<file path="src/rtl/spart_rx.sv">
// SPART receiver: 8N1 deserializer driven by a 16x oversampled baud enable,
// with a one-byte receive buffer and rda / framing_err / overrun status flags.
module spart_rx #(
  parameter int OSR       = 16,
  parameter int DATA_BITS = 8
) (
  input  logic                 clk,
  input  logic                 rst,
  input  logic                 baud_en,
  input  logic                 rxd,
  input  logic                 rd,
  output logic [DATA_BITS-1:0] rx_data,
  output logic                 rda,
  output logic                 framing_err,
  output logic                 overrun,
  output logic                 busy
);

  localparam int TW = $clog2(OSR);
  localparam int BW = (DATA_BITS > 1) ? $clog2(DATA_BITS) : 1;
  localparam logic [TW-1:0] T_A      = TW'(OSR/2 - 1);
  localparam logic [TW-1:0] T_B      = TW'(OSR/2);
  localparam logic [TW-1:0] T_EVAL   = TW'(OSR/2 + 1);
  localparam logic [TW-1:0] T_LAST   = TW'(OSR - 1);
  localparam logic [BW-1:0] LAST_BIT = BW'(DATA_BITS - 1);

  typedef enum logic [1:0] {IDLE, START, DATA, STOP} state_t;

  state_t               state, state_nxt;
  logic [TW-1:0]        tick, tick_nxt;
  logic [BW-1:0]        bitcnt, bitcnt_nxt;
  logic [DATA_BITS-1:0] shreg;
  logic                 sync1, rxs;
  logic                 samp_a, samp_b, maj;
  logic                 shift_en, load;

  assign maj  = (samp_a & samp_b) | (samp_a & rxs) | (samp_b & rxs);
  assign busy = (state != IDLE);

  always_ff @(posedge clk) begin
    if (rst) begin
      sync1 <= 1'b1;
      rxs   <= 1'b1;
    end else begin
      sync1 <= rxd;
      rxs   <= sync1;
    end
  end

  always_ff @(posedge clk) begin
    if (rst) begin
      state  <= IDLE;
      tick   <= '0;
      bitcnt <= '0;
    end else begin
      state  <= state_nxt;
      tick   <= tick_nxt;
      bitcnt <= bitcnt_nxt;
    end
  end

  always_comb begin
    state_nxt  = state;
    tick_nxt   = tick;
    bitcnt_nxt = bitcnt;
    shift_en   = 1'b0;
    load       = 1'b0;
    if (baud_en) begin
      tick_nxt = tick + TW'(1);
      unique case (state)
        IDLE: begin
          tick_nxt = '0;
          if (!rxs) state_nxt = START;
        end
        START: begin
          if (tick == T_EVAL && maj) begin
            state_nxt = IDLE;
            tick_nxt  = '0;
          end else if (tick == T_LAST) begin
            state_nxt  = DATA;
            bitcnt_nxt = '0;
          end
        end
        DATA: begin
          if (tick == T_EVAL) shift_en = 1'b1;
          if (tick == T_LAST) begin
            bitcnt_nxt = bitcnt + BW'(1);
            if (bitcnt == LAST_BIT) state_nxt = STOP;
          end
        end
        STOP: begin
          // Leave at mid-stop so a back-to-back start edge is not missed
          if (tick == T_EVAL) begin
            load      = 1'b1;
            state_nxt = IDLE;
            tick_nxt  = '0;
          end
        end
        default: state_nxt = IDLE;
      endcase
    end
  end

  always_ff @(posedge clk) begin
    if (rst) begin
      samp_a <= 1'b0;
      samp_b <= 1'b0;
      shreg  <= '0;
    end else if (baud_en) begin
      if (tick == T_A) samp_a <= rxs;
      if (tick == T_B) samp_b <= rxs;
      if (shift_en) shreg <= {maj, shreg[DATA_BITS-1:1]};
    end
  end

  // A new byte takes priority over a same-cycle read
  always_ff @(posedge clk) begin
    if (rst) begin
      rx_data     <= '0;
      rda         <= 1'b0;
      framing_err <= 1'b0;
      overrun     <= 1'b0;
    end else if (load) begin
      rx_data     <= shreg;
      rda         <= 1'b1;
      framing_err <= ~maj;
      overrun     <= rda & ~rd;
    end else if (rd && rda) begin
      rda         <= 1'b0;
      framing_err <= 1'b0;
      overrun     <= 1'b0;
    end
  end

endmodule

</file>
<file path="config.mk">
export PLATFORM = sky130hd
export DESIGN_NAME = spart_rx
export DESIGN_NICKNAME = d
export VERILOG_FILES = /design/src/rtl/spart_rx.sv
export SDC_FILE = /design/constraint.sdc
export NUM_CORES = 1
export LEC_CHECK = 0
export ABC_AREA = 1
export BUFFER_PORTS_ARGS = -buffer_cell sky130_fd_sc_hd__buf_4
export CAP_MARGIN = 20
export CORE_MARGIN = 2
export CORE_UTILIZATION = 50
export CTS_BUF_LIST = sky130_fd_sc_hd__clkbuf_8 sky130_fd_sc_hd__clkbuf_16
export CTS_CLUSTER_DIAMETER = 80
export DETAILED_ROUTE_END_ITERATION = 10
export GPL_ROUTABILITY_DRIVEN = 0
export PLACE_DENSITY = 0.71
export SETUP_SLACK_MARGIN = 0.3
export SLEW_MARGIN = 15
export SYNTH_ARGS = -nofsm -noshare
export SYNTH_HDL_FRONTEND = slang
export SYNTH_SLANG_ARGS = --single-unit
</file>
<file path="constraint.sdc">
create_clock -name clk -period 1.4 [get_ports clk]
set_input_delay 0.07 -clock clk [delete_from_list [all_inputs] [get_ports clk]]
set_output_delay 0.07 -clock clk [all_outputs]
set_load 0.005 [all_outputs]
</file>
* Word level (Yosys, flattened, before mapping) *
Cells that the tools add are included.

storage, ports and cells
  register bits after elaboration = 32
  word-level logic and storage cells = 71
  input bits = 5
  output and inout bits = 12

cells by class
  add/subtract/negate cells = 2
  reduce and logical (&&, ||, !) cells = 11
  bitwise logic cells = 8
  mux-type cells = 23
  equality and inequality tests = 15

operators by type and width
  operator                                                         number
  4-bit == test, second input constant                             3
  2-bit two-way mux                                                6
  2-bit != test, second input constant                             6
  4-bit case mux with 3 select lines                               1
  1-bit two-way mux                                                9
  3-bit two-way mux                                                3
  4-bit two-way mux                                                2
  2-bit case mux with 4 select lines                               1
  3-bit case mux with 2 select lines                               1
  2-bit AND reduction                                              3
  6-bit AND reduction                                              1
  2-bit nonzero test                                               3
  5-bit AND reduction                                              1
  4-bit by 1-bit adder with 4-bit output, second input constant    1
  1-bit bitwise AND                                                4
  2-bit == test, second input constant                             2
  4-bit by 3-bit == test with 1-bit output, second input constant  1
  3-bit by 1-bit adder with 3-bit output, second input constant    1
  3-bit == test, second input constant                             1
  3-bit != test, second input constant                             1
  2-bit by 1-bit == test with 1-bit output, second input constant  1
  1-bit logical AND                                                2
  2-bit logical NOT                                                1
  1-bit inverter                                                   2
  1-bit bitwise OR                                                 2

* Depth between registers and ports, before layout *
Gate-level depths: netlist of the first run.

  depth in word-level cells = 6
  gate-level depth with buffers = 10
  depth with buffers taken out = 10

* Worst setup path before layout of the first run *
Ideal clock, no wire load.

  path kind = reg-to-reg
  from = reg tick[0]
  to = reg bitcnt[0]
  stages on the path, launching flop included = 9
  arrival = 1.150 ns
  path slack = 0.135 ns
  required time = 1.285 ns
  period minus slack after synthesis = 1.265 ns
  buffers on the path = 0
  setup time = 0.115 ns
  path through = dfxtp_1 -> ha_1 -> nand3_2 -> inv_1 -> nand2_1 -> nand2_1 -> nand2_2 -> a21oi_1 -> nor2_1

on the way
  longest elaborated chain between the ends = 4
  elaborated cells between the ends (all ways) = 7
  those cells by class = 5 x eq/ne; 2 x reduce/logical

ends and longest elaborated chain
  item                               RTL line  RTL
  start, declared                    30        logic [TW-1:0] tick, tick_nxt;
  start signal, assigned             57        tick <= tick_nxt;
  4-bit == test                      76        if (tick == T_EVAL && maj) begin
  1-bit logical AND                  76
  2-bit != test (no line)            n/a
  5-bit AND reduction (no line) (*)  n/a
  end signal, assigned               58        bitcnt <= bitcnt_nxt;
  end, declared                      31        logic [BW-1:0] bitcnt, bitcnt_nxt;

Every way passes the cells marked *; elsewhere a longest branch is shown, timed or not.
A chain may end at the register's enable or synchronous reset.

* Worst setup path after layout of the first run *
  from = reg tick[2]
  to = reg shreg[6]

on the way
  longest elaborated chain between the ends = 5

ends and longest elaborated chain
  item                           RTL line  RTL
  4-bit == test                  85        if (tick == T_EVAL) shift_en = 1'b1;
  1-bit two-way mux              85
  1-bit two-way mux              70        unique case (state)
  1-bit two-way mux              68        if (baud_en) begin
  2-bit AND reduction (no line)  n/a
  end signal, assigned           112       if (shift_en) shreg <= {maj, shreg[DATA_BITS-1:1]};
  end, declared                  32        logic [DATA_BITS-1:0] shreg;

Every way passes these cells.

==> results of run 1 <==
[worst max-delay path by stage]
stage             from    endpoint  slack (ns)  depth (start not counted)
2_1_floorplan  tick[1]   flip-flop        0.22                          9
5_1_grt        tick[2]    shreg[6]       -0.03                          6
6_report       tick[2]    shreg[6]       -0.03                          6
4_1_cts        tick[1]  rx_data[3]        0.09                          7
3_5_place_dp   tick[1]   bitcnt[1]        0.07                         10
3_3_place_gp   tick[1]  rx_data[2]        0.10                          7
[area by class of cell]
| cell class | instances | share of cell area, % |
|---|---|---|
| repair buffers | 30 | 13.6 |
| inverters | 18 | 3.71 |
| well taps | 31 | 1.92 |
| flip-flops and latches | 32 | 32.4 |
| clock buffers | 6 | 4.64 |
| repair inverters | 2 | 0.804 |
| clock inverters | 2 | 0.433 |
| multi-input cells | 136 | 42.5 |
[worst max-delay path, stage by stage, from the launching register on]
cell and delay, ns:
dfxtp_2 0.36, inv_2 0.12, nand2_1 0.11, nor3_4 0.26, nand2_2 0.14, o21ai_1 0.24
nor2_1 0.09
[sequential cells by signal, summed over array words and instances, names as in the netlist, named ones only]
register     flops
bitcnt           3
state            1
framing_err      1
sync1            1
rda              1
overrun          1
samp_a           1
rx_data          8
shreg            8
samp_b           1
tick             4
rxs              1
[cells by family after synthesis]
| group | after synthesis | synth area share [%] |
|---|---|---|
| compound gates | 31 | 11.2 |
| fa+ha+maj | 5 | 4.41 |
| simple gates | 97 | 30.8 |
| flops | 32 | 45.1 |
| buf+inv | 23 | 7.22 |
| xor+xnor | 2 | 1.23 |
[per-stage QoR]
step | cell area [sq um] | hold WS [ns] | power [uW]
CTS | 1870 | 0.0733 | 1860
floorplan | 1470 | 0.132 | 1020
detailed placement | 1630 | 0.262 | 1060
global placement | 1630 | 0.257 | 1050
finish | 2020 | 0.0871 | 1870
global route | 2020 | 0.0879 | 1930
[cells in the final DEF, fill, tap and decap left out, types with 4 or more instances in the layout]
cell type / netlist / final
clkbuf_8: 0 / 5
inv_2: 3 / 4
nand2_2: 3 / 7
a21oi_2: 1 / 4
o21ai_1: 2 / 13
o21ai_2: 0 / 6
nor2_1: 43 / 39
nor2_2: 2 / 4
nand3_1: 11 / 8
a21oi_1: 10 / 6
buf_4: 2 / 21
inv_1: 14 / 13
dfxtp_1: 32 / 26
nand2_1: 27 / 20
buf_6: 1 / 5
nand2_4: 0 / 4
[per-layer routing]
metal  wire length, um  vias up
met5                 0        -
met4               136        0
met3               214       17
met2              1750       44
met1              1600      647
li1                  -      684
[repair_timing]
action                     4_1_cts  5_1_grt
pin swaps                       11       17
resized for setup               22       30
cloned                           2        1
hold buffers                     2        0
hold endpoints to repair         2        0
setup endpoints to repair       28       31
buffers inserted                 5        5
[power by group through the flow]
stage | clock [uW] | combinational (uW) | sequential [uW]
final | 784 | 155 | 930
after global routing | 834 | 167 | 930
after CTS | 803 | 124 | 932
after detailed placement | 0 | 105 | 953
after global placement | 0 | 102 | 952
after floorplan | 0 | 71.0 | 950
==> metrics, run 1 <==
status finished with violations; violations in the final reports negative setup slack; net switching power 436 uW; layout cell share with drive strength beyond 1 39.8%; endpoint of the most critical register-to-register path shreg[6]; largest net degree at the start of global routing 22; top cell types by occurrence after synthesis nor2_1 (43), dfxtp_1 (32), nand2_1 (27), o21ai_0 (18), inv_1 (14); Root Buffer Master clkbuf_8; Sw Ratio 23.3%; Pleak 0.000906 uW; remaining design rule violation count 0; launch point of the worst reg-to-reg path tick[2]; unrepaired setup endpoints after global routing true; total setup violations reported at the end of the flow 1; number of antenna violations at the first check in global routing 0; global routing usage on met2 33.7%; number of distinct library cell variants in the gate-level netlist after synthesis 24; count of nets left with antenna violations after detail routing 0; Yosys top cell area share 45.1%; Worst Path Arrival 1.61 ns; Tmin final 1.43 ns; number of hold-slack violations in the final timing report 0; number of placed instances, taps included 234; number of placement rows 19; number of cells on the worst hold path 4; IO Pins 17; Worst EP required 1.57 ns; share of flip-flops with an asynchronous set or reset after synthesis 0%; synthesized netlist net count 200; total number of clock tree sinks 32; starting density of the core 51.9%; chip height 57.3 um; Avg Vias per Cell 5.42; synth-to-layout area growth 42.4%; GRT Util Overall 20.6%; cell type with the largest total area after synthesis dfxtp_1; Cell Count, Final, Fillers Out 257; count of state elements after synthesis 32; global-route track usage on met1 24.8%; number of flops mapped to enable cells by yosys 0; highest fanout seen on the critical path 4; vias in the first global route 1,218; startpoint kind of the worst setup timing path flip-flop; max_cap viols 0; DR WL/cell 14.4 um; worst hold path startpoint rd; cell internal power dissipation 1430 uW; global-route wire length before repair 5110 um; VDD IR max 974 uV; clk slew on worst S/H paths 0.07 ns; Net count, final 235; busiest layer in global routing met2; total clock buffers created by CTS 5; final core utilization 74.0%; number of warnings reported in the yosys synthesis log 0; Pre-antenna DRT Iters 4; setup slack on the worst flop-to-flop path -0.03 ns; clock tree from TritonCTS yes; Antenna Cells 0; CP Class flip-flop to flip-flop; fillcell total 201; IO Port Bufs 16; element type at the critical path end flip-flop; Synth Instances 190; # H-tree levels 2; cell with the most instances after synthesis nor2_1; worst hold-check path type input port to flip-flop; fmax 0.698 GHz; Bufs on Longest Clock Path 2; 1st-iter DRT viols 73; Seq pwr share 49.8%; cell types with the largest area share after synthesis dfxtp_1 (45%), nor2_1 (11%), nand2_1 (7.1%); pre-CTS WS 0.0703 ns; part of the cycle the worst path needs 102%; overall overflow remaining after global route 0; vias after detailed routing 1,392; Worst Hold Endpoint overrun; placed wire-length estimate 2160 um; die footprint 3280 sq um; pwr dens 924 nW/um^2; minimum setup slack in the final design -0.0334 ns; die width 57.3 um; Core Box Area 2730 sq um; Total Negative Setup Slacks -0.0334 ns; Multi-input gate area 860 sq um; clock power share 42.0%; worst slew pin tran 0.370 ns; Skew-Pair Late Insertion Delay 0.29 ns; Mapped Avg Cell Area 7.47 sq um; FF/Latch Area 656 sq um; met3 routing resource usage after global routing 7.48%; combinational share of power 8.3%; count of pins over their slew limit 0; post-detailed-routing wire length 3700 um; primary flip-flop cell chosen by synthesis mapping dfxtp_1; depth of the worst register-to-register path 6; netlist area before placement 1420 sq um; register area share after synthesis 45.1%; normalized max-slew margin 75.3%; Fin Clk Skew 0.00566 ns
(Power assumes the default switching activity.)
==> run 2, diff against run 1 <==
Settings changed: ABC_AREA 1 to not set, ABC_CLOCK_PERIOD_IN_PS set to 1400, CORE_UTILIZATION 50 to 51, PLACE_DENSITY 0.71 to 0.72.
==> run 2 against run 1 <==
Cell count fell by 7.0%; largest cell class unchanged; critical endpoint is now tick[0]; global-route usage is 6.3 points higher; clock skew decreased by 0.00081 ns; non-clock buffer count is 15 higher; critical path type unchanged; highest routed layer unchanged; via count is 4.5% higher; the run still ends with negative setup slack left.
==> metrics, run 2 <==
count of state elements after synthesis 32 (unchanged); most common cell after layout, fill and taps aside buf_4 (was nor2_1); CP Class flip-flop to flip-flop (unchanged); violations in the final reports negative setup slack (unchanged); pre-CTS WS -0.0469 ns (was 0.0703 ns); Bufs on Longest Clock Path 2 (unchanged); Pleak 0.000827 uW (was 0.000906 uW); Worst EP required 1.62 ns (was 1.57 ns); Core Box Area 2760 sq um (was 2730 sq um); total number of clock tree sinks 32 (unchanged); DR WL/cell 17.3 um (was 14.4 um); part of the cycle the worst path needs 106% (was 102%); max_cap viols 0 (unchanged); Fin Clk Skew 0.00485 ns (was 0.00566 ns); count of nets left with antenna violations after detail routing 0 (unchanged); Seq pwr share 50.7% (was 49.8%); final core utilization 80.0% (was 74.0%); cell internal power dissipation 1400 uW (was 1430 uW); vias in the first global route 1,433 (was 1,218); pwr dens 822 nW/um^2 (was 924 nW/um^2); register area share after synthesis 43.2% (was 45.1%); clk slew on worst S/H paths 0.07 ns (about the same); setup slack on the worst flop-to-flop path -0.09 ns (was -0.03 ns); status finished with violations (unchanged); Sw Ratio 22.7% (was 23.3%); Skew-Pair Late Insertion Delay 0.29 ns (about the same); cell types with the largest area share after synthesis dfxtp_1 (43%), a21oi_1 (8.1%), nand3_1 (6.4%) (was dfxtp_1 (45%), nor2_1 (11%), nand2_1 (7.1%)); clock tree from TritonCTS yes (unchanged); Antenna Cells 0 (unchanged); Tmin final 1.49 ns (was 1.43 ns); normalized max-slew margin 75.9% (was 75.3%); number of placement rows 19 (unchanged); chip height 57.9 um (was 57.3 um); netlist area before placement 1480 sq um (was 1420 sq um); Net count, final 217 (was 235); fmax 0.672 GHz (was 0.698 GHz); Pre-antenna DRT Iters 5 (was 4); number of flops mapped to enable cells by yosys 0 (unchanged); worst slew pin tran 0.361 ns (was 0.370 ns); Regs by FF count rx_data: 8 flops, shreg: 8 flops, tick: 4 flops (unchanged); synth-to-layout area growth 48.8% (was 42.4%); worst hold-check path type input port to flip-flop (unchanged); Avg Vias per Cell 6.09 (was 5.42); vias after detailed routing 1,455 (was 1,392); combinational share of power 5.4% (was 8.3%); # H-tree levels 2 (unchanged); net switching power 411 uW (was 436 uW); startpoint kind of the worst setup timing path flip-flop (unchanged); number of distinct library cell variants in the gate-level netlist after synthesis 38 (was 24); die footprint 3350 sq um (was 3280 sq um); GRT Util Overall 27.0% (was 20.6%); Yosys top cell area share 43.2% (was 45.1%); overall overflow remaining after global route 0 (unchanged); total setup violations reported at the end of the flow 16 (was 1); cell with the most instances after synthesis dfxtp_1 (was nor2_1); Mapped Avg Cell Area 8.88 sq um (was 7.47 sq um); starting density of the core 53.8% (was 51.9%); number of warnings reported in the yosys synthesis log 0 (unchanged); Root Buffer Master clkbuf_8 (unchanged); cell type with the largest total area after synthesis dfxtp_1 (unchanged); Synth Instances 167 (was 190); 1st-iter DRT viols 73 (unchanged); layout cell share with drive strength beyond 1 50.0% (was 39.8%); clock power share 43.8% (was 42.0%); die width 57.9 um (was 57.3 um); fillcell total 172 (was 201); global-route wire length before repair 6830 um (was 5110 um); minimum setup slack in the final design -0.0881 ns (was -0.0334 ns); placed wire-length estimate 2430 um (was 2160 um); post-detailed-routing wire length 4140 um (was 3700 um); Worst Path Arrival 1.71 ns (was 1.61 ns); number of antenna violations at the first check in global routing 0 (unchanged); highest fanout seen on the critical path 5 (was 4); worst hold slack across all endpoints 0.0829 ns (was 0.0871 ns); VDD IR max 863 uV (was 974 uV); most frequent cells in the layout buf_4 (33), dfxtp_1 (26), a21oi_2 (12), a21oi_1 (12), buf_6 (10) (was nor2_1 (39), dfxtp_1 (26), buf_4 (21)); share of flip-flops with an asynchronous set or reset after synthesis 0% (unchanged); primary flip-flop cell chosen by synthesis mapping dfxtp_1 (unchanged); total clock buffers created by CTS 5 (unchanged); synthesized netlist net count 177 (was 200); remaining design rule violation count 0 (unchanged); IO Port Bufs 16 (unchanged); top cell types by occurrence after synthesis dfxtp_1 (32), a21oi_1 (24), nand3_1 (19), o21ai_0 (17), nand2_1 (7) (was nor2_1 (43), dfxtp_1 (32), nand2_1 (27), o21ai_0 (18), inv_1 (14)); number of hold-slack violations in the final timing report 0 (unchanged); unrepaired setup endpoints after global routing true (unchanged); element type at the critical path end flip-flop (unchanged); count of pins over their slew limit 0 (unchanged); largest net degree at the start of global routing 30 (was 22); IO Pins 17 (unchanged)
[run 2: cell types whose count changed in the layout (fill, tap and decap cells not counted), sizes merged, moves of 3 or more]
cell / previous run / this run
nor2: 45 / 4
inv: 18 / 5
nand4b: 0 / 4
o21ai: 20 / 17
o311ai: 0 / 3
nor3: 3 / 0
nand3: 13 / 19
and4b: 0 / 3
mux2i: 0 / 4
nand2: 31 / 7
buf: 28 / 44
a21oi: 11 / 24
[run 2: layout make-up]
cell class / count / area (sq um) / share of cell area (%)
Clock buffer: 6 / 93.8 / 4.25
Clock inverter: 2 / 8.76 / 0.397
Inverter: 4 / 17.5 / 0.794
Multi-Input combinational cell: 119 / 1000 / 45.4
Sequential cell: 32 / 656 / 29.7
Tap cell: 31 / 38.8 / 1.76
Timing Repair Buffer: 45 / 390 / 17.7
[run 2: power groups by stage]
stage | combinational, uW | clock [uW] | sequential (uW)
2_1_floorplan | 46.6 | 0 | 943
3_3_place_gp | 69.6 | 0 | 944
3_5_place_dp | 72.5 | 0 | 944
4_1_cts | 89.3 | 802 | 920
5_1_grt | 105 | 842 | 921
6_report | 98.2 | 795 | 921
[run 2: logic make-up (layout without fill, tap and decap cells)]
| logic type | count (synthesis) | count (layout) | share of synthesized area [%] |
|---|---|---|---|
| fa+ha+maj | 6 | 6 | 4.98 |
| mux | 4 | 4 | 2.70 |
| xor+xnor | 3 | 3 | 1.77 |
| buf+inv | 16 | 57 | 4.56 |
| simple gates | 53 | 53 | 21.7 |
| flops | 32 | 32 | 43.2 |
| compound gates | 53 | 53 | 21.1 |
[run 2: repair_timing]
item,CTS,global route
hold endpoints to repair,1,0
setup endpoints to repair,31,31
pin swaps,23,8
hold buffers,1,0
gates resized for setup,46,18
setup buffers,7,2
[run 2: final timing paths]
| check | startpoint | endpoint | cells after the start |
|---|---|---|---|
| min | rd | rda | 3 |
| max | tick[1] | tick[0] | 5 |
| max reg2reg | tick[1] | tick[0] | 5 |
| min reg2reg | sync1 | rxs | 1 |
[run 2: metal layers]
metal,global-route usage (%),part of all wire (%),vias to the layer above
li1,-,-,705
met1,32.1,41,701
met2,45.6,51,35
met3,7.81,3.8,14
met4,11.0,3.4,0
met5,0,0,-
[run 2: critical path, stage by stage (launching register included)]
cell	delay, ns
dfxtp_4	0.38
inv_4	0.05
ha_4	0.17
and4b_1	0.21
a2111o_1	0.45
a21oi_2	0.16
[run 2: per-stage QoR]
step	power (uW)	std cells	cell area [sq um]	TNS, ns
floorplan	989	167	1530	-0.419
global placement	1010	221	1750	0
detailed placement	1020	221	1750	-0.226
CTS	1810	237	2100	-0.148
global route	1870	239	2210	-1.63
finish	1810	239	2210	-0.751
